### config.mk
export PLATFORM = sky130hd
export DESIGN_NAME = iod_tx_train_gen_x2
export DESIGN_NICKNAME = d
export VERILOG_FILES = /design/src/rtl/iod_tx_train_gen_x2.sv
export SDC_FILE = /design/constraint.sdc
export NUM_CORES = 1
export LEC_CHECK = 0
export ABC_AREA = 1
export BUFFER_PORTS_ARGS = -buffer_cell sky130_fd_sc_hd__buf_2
export CELL_PAD_IN_SITES_DETAIL_PLACEMENT = 1
export CELL_PAD_IN_SITES_GLOBAL_PLACEMENT = 1
export CORE_ASPECT_RATIO = 0.75
export CORE_UTILIZATION = 38
export CTS_BUF_LIST = sky130_fd_sc_hd__clkbuf_4 sky130_fd_sc_hd__clkbuf_8
export DETAILED_ROUTE_END_ITERATION = 8
export GPL_TIMING_DRIVEN = 0
export PLACE_DENSITY = 0.83
export SETUP_SLACK_MARGIN = 0.2
export SYNTH_ARGS = -nofsm -noshare
export SYNTH_HDL_FRONTEND = slang
export SYNTH_SLANG_ARGS = --single-unit
### constraint.sdc
create_clock -name SCLK -period 2.8 [get_ports SCLK]
set_input_delay 0.56 -clock SCLK [delete_from_list [all_inputs] [get_ports SCLK]]
set_output_delay 0.56 -clock SCLK [all_outputs]
set_load 0.02 [all_outputs]
### src/rtl/iod_tx_train_gen_x2.sv
// iod_tx_train_gen_x2: TX-side training generator for the x2 IOD path.
// Sends a training word until the far-end RX reports alignment, holds a
// guard interval, then forwards user data with a ready/valid handshake.
// Every word sent is bit-reversed when REV_BITS=1 to match the RX lane order.
// Optional: define TX_TRAIN_PRBS7_EN to send a PRBS7 stream (x^7+x^6+1,
// seed 7'h7F, 4 bits/cycle MSB first) during TRAIN/GUARD instead of
// TRAIN_PATTERN.
module iod_tx_train_gen_x2 #(
  parameter logic [3:0]  TRAIN_PATTERN   = 4'b0011,
  parameter logic [3:0]  IDLE_WORD       = 4'b0000,
  parameter int unsigned REV_BITS        = 1,
  parameter int unsigned MIN_TRAIN_WORDS = 64,
  parameter int unsigned TIMEOUT_WORDS   = 4096,
  parameter int unsigned GUARD_WORDS     = 8
) (
  input  logic       SCLK,
  input  logic       RESETN,
  input  logic       TRAIN_REQ,
  input  logic       RX_ALIGN_DONE,
  input  logic [3:0] TX_DATA_IN,
  input  logic       TX_DATA_VALID,
  output logic       TX_DATA_READY,
  output logic [3:0] TX_DATA_OUT,
  output logic       TRAINING,
  output logic       TRAIN_TIMEOUT
);

  // A zero-length guard interval still sends one guard word.
  localparam int unsigned GUARD_EFF  = (GUARD_WORDS == 0) ? 1 : GUARD_WORDS;
  localparam logic [15:0] MIN_LAST   = (MIN_TRAIN_WORDS == 0) ? 16'd0 : 16'(MIN_TRAIN_WORDS - 1);
  localparam logic [15:0] TO_LAST    = 16'(TIMEOUT_WORDS - 1);
  localparam logic [15:0] GUARD_LAST = 16'(GUARD_EFF - 1);

  typedef enum logic [1:0] {
    ST_IDLE,
    ST_TRAIN,
    ST_GUARD,
    ST_DATA
  } state_t;

  state_t      state, state_nx;
  logic [15:0] cnt, cnt_nx;
  logic        sync1, done_s;
  logic        timeout_set;
  logic        timeout_nx;
  logic        train_nx;
  logic [3:0]  train_word;
  logic [3:0]  out_nx;

  function automatic logic [3:0] rev(input logic [3:0] w);
    return (REV_BITS != 0) ? {w[0], w[1], w[2], w[3]} : w;
  endfunction

  assign train_nx = (state_nx == ST_TRAIN) || (state_nx == ST_GUARD);

`ifdef TX_TRAIN_PRBS7_EN
  localparam logic [6:0] PRBS_SEED = 7'h7F;

  logic [6:0] lfsr, lfsr_nx, lfsr_src, lfsr_adv;

  // Four serial LFSR steps per word; the first bit out lands in the MSB.
  function automatic logic [10:0] prbs4(input logic [6:0] s);
    logic [6:0] st;
    logic [3:0] w;
    st = s;
    w  = '0;
    for (int unsigned i = 0; i < 4; i++) begin
      w  = {w[2:0], st[6]};
      st = {st[5:0], st[6] ^ st[5]};
    end
    return {w, st};
  endfunction

  // Reseed on every entry to TRAIN, advance only while training words go out.
  always_comb begin
    lfsr_src = ((state_nx == ST_TRAIN) && (state != ST_TRAIN)) ? PRBS_SEED : lfsr;
    {train_word, lfsr_adv} = prbs4(lfsr_src);
    lfsr_nx = train_nx ? lfsr_adv : lfsr;
  end

  // LFSR state register.
  always_ff @(posedge SCLK or negedge RESETN) begin
    if (!RESETN) lfsr <= PRBS_SEED;
    else         lfsr <= lfsr_nx;
  end
`else
  assign train_word = TRAIN_PATTERN;
`endif

  // Two-flop synchroniser for the far-end alignment status.
  always_ff @(posedge SCLK or negedge RESETN) begin
    if (!RESETN) begin
      sync1  <= 1'b0;
      done_s <= 1'b0;
    end else begin
      sync1  <= RX_ALIGN_DONE;
      done_s <= sync1;
    end
  end

  // Next-state, counter, timeout flag and next output word.
  always_comb begin
    state_nx    = state;
    timeout_set = 1'b0;
    case (state)
      ST_IDLE:  if (TRAIN_REQ) state_nx = ST_TRAIN;
      ST_TRAIN: begin
        if ((cnt >= MIN_LAST) && done_s) state_nx = ST_GUARD;
        else if (cnt == TO_LAST)         timeout_set = 1'b1;
      end
      ST_GUARD: begin
        if (!done_s)                 state_nx = ST_TRAIN;
        else if (cnt == GUARD_LAST)  state_nx = ST_DATA;
      end
      ST_DATA:  if (TRAIN_REQ) state_nx = ST_TRAIN;
      default:  state_nx = ST_IDLE;
    endcase

    if ((state_nx != state) || timeout_set)             cnt_nx = '0;
    else if ((state == ST_TRAIN) || (state == ST_GUARD)) cnt_nx = (cnt == 16'hFFFF) ? cnt : cnt + 16'd1;
    else                                                 cnt_nx = '0;

    timeout_nx = TRAIN_TIMEOUT;
    if (timeout_set)                                      timeout_nx = 1'b1;
    else if ((state_nx == ST_DATA) && (state != ST_DATA)) timeout_nx = 1'b0;

    // The word accepted in the last DATA cycle is emitted even when
    // leaving for TRAIN, so DATA decides the output from the current state.
    if (state == ST_DATA) out_nx = TX_DATA_VALID ? rev(TX_DATA_IN) : rev(IDLE_WORD);
    else if (train_nx)    out_nx = rev(train_word);
    else                  out_nx = rev(IDLE_WORD);
  end

  // State, counter and registered outputs.
  always_ff @(posedge SCLK or negedge RESETN) begin
    if (!RESETN) begin
      state         <= ST_IDLE;
      cnt           <= '0;
      TX_DATA_OUT   <= rev(IDLE_WORD);
      TX_DATA_READY <= 1'b0;
      TRAINING      <= 1'b0;
      TRAIN_TIMEOUT <= 1'b0;
    end else begin
      state         <= state_nx;
      cnt           <= cnt_nx;
      TX_DATA_OUT   <= out_nx;
      TX_DATA_READY <= (state_nx == ST_DATA);
      TRAINING      <= train_nx;
      TRAIN_TIMEOUT <= timeout_nx;
    end
  end

endmodule
### Yosys cells after proc, flatten, opt, wreduce, memory -nomap -nowiden

Index checks and enable logic that the tools add are counted.

* register bits: 27
* bits in latches: 0
* RAM bits: 0
* ROM bits: 0
* output and inout port bits: 7
* memories kept: 0

* $add $sub $neg: 1
* multipliers: 0
* div/mod/pow operators: 0
* order comparisons: 1
* equal/unequal tests: 12
* shift operators: 0
* mux-type cells: 16
* bitwise logic cells: 0
* reduce and logical (&&, ||, !) cells: 8

Operators with widths (count)
* $mux W16: 3
* $add A16 B1 Y16 const B: 1
* $eq A16 B12 Y1 const B: 1
* $eq A16 B16 Y1 const B: 1
* $eq A16 B3 Y1 const B: 1
* $ge A16 B6 Y1 const B: 1
* $mux W4: 3
* $eq A2 B2 Y1 const B: 4
* $mux W2: 4
* $pmux W2 S3: 1
* $mux W1: 5
* $eq A2 B1 Y1 const B: 2
* $logic_or A1 B1 Y1: 3
* $ne A3 B3 Y1 const B: 1
* $logic_and A1 B1 Y1: 2
* $logic_not A2 Y1: 1
* $ne A2 B2 Y1: 1
* $ne A2 B2 Y1 const B: 1
* $reduce_bool A2 Y1: 1
* $reduce_or A2 Y1: 1

### Logic depth before layout (Yosys ltp)

* depth in word-level cells: 8
* gate-level depth with buffers: 14
* depth with buffers taken out: 14

### Worst setup path after synthesis

No wires, ideal clock.

* kind: register -> register
* start: register cnt[0]
* end: register TX_DATA_OUT[2]
* library setup time: 0.126 ns
* data arrival time: 1.592 ns
* path slack: 1.082 ns
* cell stages (with the launch flop): 14
* buffers on the path: 0
* path through: dfrtp_1 > ha_1 > nand2_2 > nor2_4 > nand2_2 > nand3_2 > nand2_2 > nand2_1 > nand2_1 > nand2_1 > inv_1 > ha_1 > inv_1 > o21ai_0

* word-level cells in the longest chain between the ends: 8
* elaborated cells between the ends (all ways): 12

RTL lines
* start, declared: line 42 `logic [15:0] cnt, cnt_nx;`
* start signal, assigned: line 145 `cnt <= cnt_nx;`
* $ge A16 B6 Y1 or $eq A16 B3 Y1 (tied branches): line 108, 113
* $logic_and A1 B1 Y1 or $mux W2 (tied branches): line 108, 113
* $mux W2, on equally long branches: line 108, 112
* $pmux W2 S3 (*): line 105 `case (state)`
* net state_nx[0]: line 41 `state_t state, state_nx;`
* $eq A2 B1 Y1 or $eq A2 B2 Y1 (tied branches): line 54 `assign train_nx = (state_nx == ST_TRAIN) || (state_nx == ST_GUARD);`
* $logic_or A1 B1 Y1 (*): line 54
* net train_nx: line 46 `logic train_nx;`
* $mux W4 (*): line 130 `else if (train_nx) out_nx = rev(train_word);`
* $mux W4 (*): line 129 `if (state == ST_DATA) out_nx = TX_DATA_VALID ? rev(TX_DATA_IN) : rev(IDLE_WORD);`
* net out_nx[2]: line 48 `logic [3:0] out_nx;`
* end signal, assigned: line 139 `TX_DATA_OUT <= rev(IDLE_WORD);`
* end signal, assigned: line 146 `TX_DATA_OUT <= out_nx;`
* end, declared: line 23 `output logic [3:0] TX_DATA_OUT,`

Mark *: on every way through the listed nets, which the timed path passes. The rest lies on a longest branch.
A chain may end at the register's enable or synchronous reset.

### Worst setup path after layout

* start: register cnt[0]
* end: register TX_DATA_OUT[3]

The elaborated chain is that of the path after synthesis.

==> results.sh <==
export IMPL_outcome="finished clean"
export IMPL_fillers=493
export IMPL_max_cap_violations=0
export IMPL_drive_gt1_share_pct=18.1
export IMPL_finalHoldViolCount=0
export IMPL_arrival_ns=2.21
export IMPL_r2r_slack_ns=0.77
export IMPL_synth_top_area_cell="dfrtp_1"
export IMPL_dr_pass1_iters=4
export IMPL_synthToLayoutAreaGrowth_pct=12.7
export IMPL_rows=19
export IMPL_core_area_um2=3710
export IMPL_die_w_um=74.3
export IMPL_hold_ws_ns=0.285
export IMPL_critPathLaunchType="flop"
export IMPL_post_place_ws_ns=0.787
export IMPL_hold_path_class="primary input to asynchronous set/reset pin"
export IMPL_crit_type="flop to flop"
export IMPL_holdBufCountCts=0
export IMPL_stdcell_area_um2=1680
export IMPL_synthSimpleGateAreaFrac_pct=32.7
export IMPL_first_iter_violations=34
export IMPL_synth_area_um2=1490
export IMPL_track_usage_pct=17.7
export IMPL_synth_xor_area_share_pct=6.47
export IMPL_r2r_cells=13
export IMPL_synth_fa_ha_area_share_pct=4.20
export IMPL_numPortBuffers=15
export IMPL_cts_sinks=27
export IMPL_grt_max_degree=28
export IMPL_synth_top_area_share_pct=45.3
export IMPL_tightest_slew_ns=0.598
export IMPL_htreeDepth=1
export IMPL_final_nets=225
export IMPL_clock_latency_ns=0.27
export IMPL_synth_seq_cells=27
export IMPL_dp_hpwl_um=2540
export IMPL_yosys_cell_types_count=19
export IMPL_ios=16
export IMPL_synth_compound_area_share_pct=3.86
export IMPL_dp_cells=258
export IMPL_power_density_nw_per_um2=764
export IMPL_fin_cells=262
export IMPL_die_h_um=56.2
export IMPL_regArea_um2=676
export IMPL_cts_root_buf="clkbuf_8"
export IMPL_required_ns=2.98
export IMPL_crit_path_end_kind="flop"
export IMPL_cts_tree="yes"
export IMPL_power_leakage_nw=0.844
export IMPL_utilization_pct=45.3
export IMPL_p_switching_mw=0.534
export IMPL_synthMuxAreaShare_pct=0
export IMPL_dpl_instance_area_um2=1630
export IMPL_ctsResizeCount=0
export IMPL_place_gp_congestion=0.754
export IMPL_power_mw=1.28
export IMPL_synthCells=191
export IMPL_multiInputGateArea_um2=704
export IMPL_power_frac_clock_pct=17.8
export IMPL_crit_reg2reg_launch="cnt[0]$_DFFE_PN0P_"
export IMPL_clk_pin_slew_worst_paths_ns=0.09
export IMPL_fmax_ghz=0.493
export IMPL_vias_per_cell=4.70
export IMPL_wl_um=3210
export IMPL_cp_startpoint="cnt[0]$_DFFE_PN0P_"
export IMPL_layout_setup_ws_ns=0.773
export IMPL_rsz0062_at_grt="false"
export IMPL_seq_area_frac_synth_pct=45.3
export IMPL_ant_nets=0
export IMPL_drc=0
export IMPL_clockBufferDepth=2
export IMPL_wl_per_cell_um=12.2
export IMPL_pwr_share_comb_pct=43.9
export IMPL_synth_area_top_cells="dfrtp_1, nand2_1, nor2_1, inv_1, ha_1"
export IMPL_synth_fp_nets=205
export IMPL_final_max_slew_viol_count=0
export IMPL_start_util_pct=40.2
export IMPL_grt_overflow=0
export IMPL_setup_viol=0
export IMPL_first_global_vias=1262
export IMPL_dieArea_um2=4180
export IMPL_period_minus_slack_ns=2.03
export IMPL_postCtsSetupRepairBufs=0
export IMPL_fin_tns_setup_ns=0
export IMPL_syn_avg_cell_area_um2=7.80
export IMPL_yosys_warnings=0
export IMPL_grt_pass1_wl_um=5590
export IMPL_ir_drop_uv=328
export IMPL_cp_max_fo=5
export IMPL_p_sw_share_pct=41.6
export IMPL_synth_top_family_by_area="simple AND/OR/NAND/NOR gates"
export IMPL_skew_ns=0.00336
export IMPL_fin_crit_sh_pct=72.4
export IMPL_antenna_found_initial=0
export IMPL_crit_path_end="TX_DATA_OUT[3]$_DFF_PN0_"
export IMPL_r2r_end="TX_DATA_OUT[3]$_DFF_PN0_"
export IMPL_cell_internal_pwr_mw=0.749
export IMPL_antenna_cells=0
export IMPL_timing_slew_headroom_pct=60.1
export IMPL_share_seq_of_total_power_pct=38.2
export IMPL_cts_buffers_inserted=3
export IMPL_vias=1232
cell type report:
class / count / area share [%]
buffer: 2 / 0.969
clock buffer: 4 / 2.91
inverter: 25 / 5.59
multi-input combinational: 137 / 42.0
sequential: 27 / 40.2
tap: 52 / 3.87
timing repair buffer: 15 / 4.47
sequential cells by signal, indices dropped and copies added, names as in the netlist:
| signal | cells |
|---|---|
| state | 2 |
| TX_DATA_READY | 1 |
| TX_DATA_OUT | 4 |
| TRAINING | 1 |
| sync1 | 1 |
| TRAIN_TIMEOUT | 1 |
| cnt | 16 |
| done_s | 1 |
worst max-delay path: stages (launching register included):
cell and delay [ns]:
dfrtp_1 0.40, ha_1 0.27, nand2_2 0.09, nor2_4 0.14, nand2_2 0.07, nand3_2 0.08, nand2_2 0.07, nand2_1 0.06
nand2_1 0.06, nand2_1 0.09, inv_1 0.06, ha_1 0.29, inv_1 0.05, o21ai_0 0.19
Yosys cell counts (all sizes together):
cell type and count:
nand2 47, xnor2 4, nand4 3, nor3 1, ha 5, nand3 13
xor2 7, inv 25, a21oi 4, dfrtp 27, buf 2, o21ai 6
a21o 1, nor2 46
routing by layer:
layer / vias to the layer above / GRT usage [%] / share of wire [%]
li1: 618 / - / -
met1: 596 / 25.5 / 51
met2: 11 / 26.2 / 45
met3: 7 / 4.71 / 2.5
met4: 0 / 4.85 / 1.4
met5: - / 0 / 0
logic make-up (layout without fill, tap and decap cells):
kind of cell	count (synthesis)	in the layout
and+or+nand+nor	110	110
DFF	27	27
buffers and inverters	27	46
AOI/OAI and AO/OA	11	11
xor gates and xnor gates	11	11
adders and majority gates	5	5
layout by cell type (no fill, tap or decap), drive strengths merged:
master / synthesis / routed
a21o: 1 / 1
a21oi: 4 / 4
buf: 2 / 17
clkbuf: 0 / 4
dfrtp: 27 / 27
ha: 5 / 5
inv: 25 / 25
nand2: 47 / 47
nand3: 13 / 13
nand4: 3 / 3
nor2: 46 / 46
nor3: 1 / 1
o21ai: 6 / 6
xnor2: 4 / 4
xor2: 7 / 7
power groups by stage:
stage	combinational, mW	clock, mW	sequential [mW]
floorplan	0.375	0	0.528
global placement	0.539	0	0.494
detailed placement	0.568	0	0.499
CTS	0.571	0.238	0.491
global route	0.640	0.254	0.497
finish	0.564	0.229	0.490
worst min-delay path by stage:
stage	startpoint	endpoint	slack (ns)	cells past startpoint
2_1_floorplan	RESETN	TRAINING$_DFF_PN0_	0.26	0
5_1_grt	RESETN	TRAIN_TIMEOUT$_DFFE_PN0P_	0.32	1
3_3_place_gp	sync1$_DFF_PN0_	done_s$_DFF_PN0_	0.34	0
3_5_place_dp	sync1$_DFF_PN0_	done_s$_DFF_PN0_	0.34	0
6_report	RESETN	TRAIN_TIMEOUT$_DFFE_PN0P_	0.29	1
4_1_cts	RESETN	cnt[3]$_DFFE_PN0P_	0.31	1
Power figures use the tool's default switching activity.
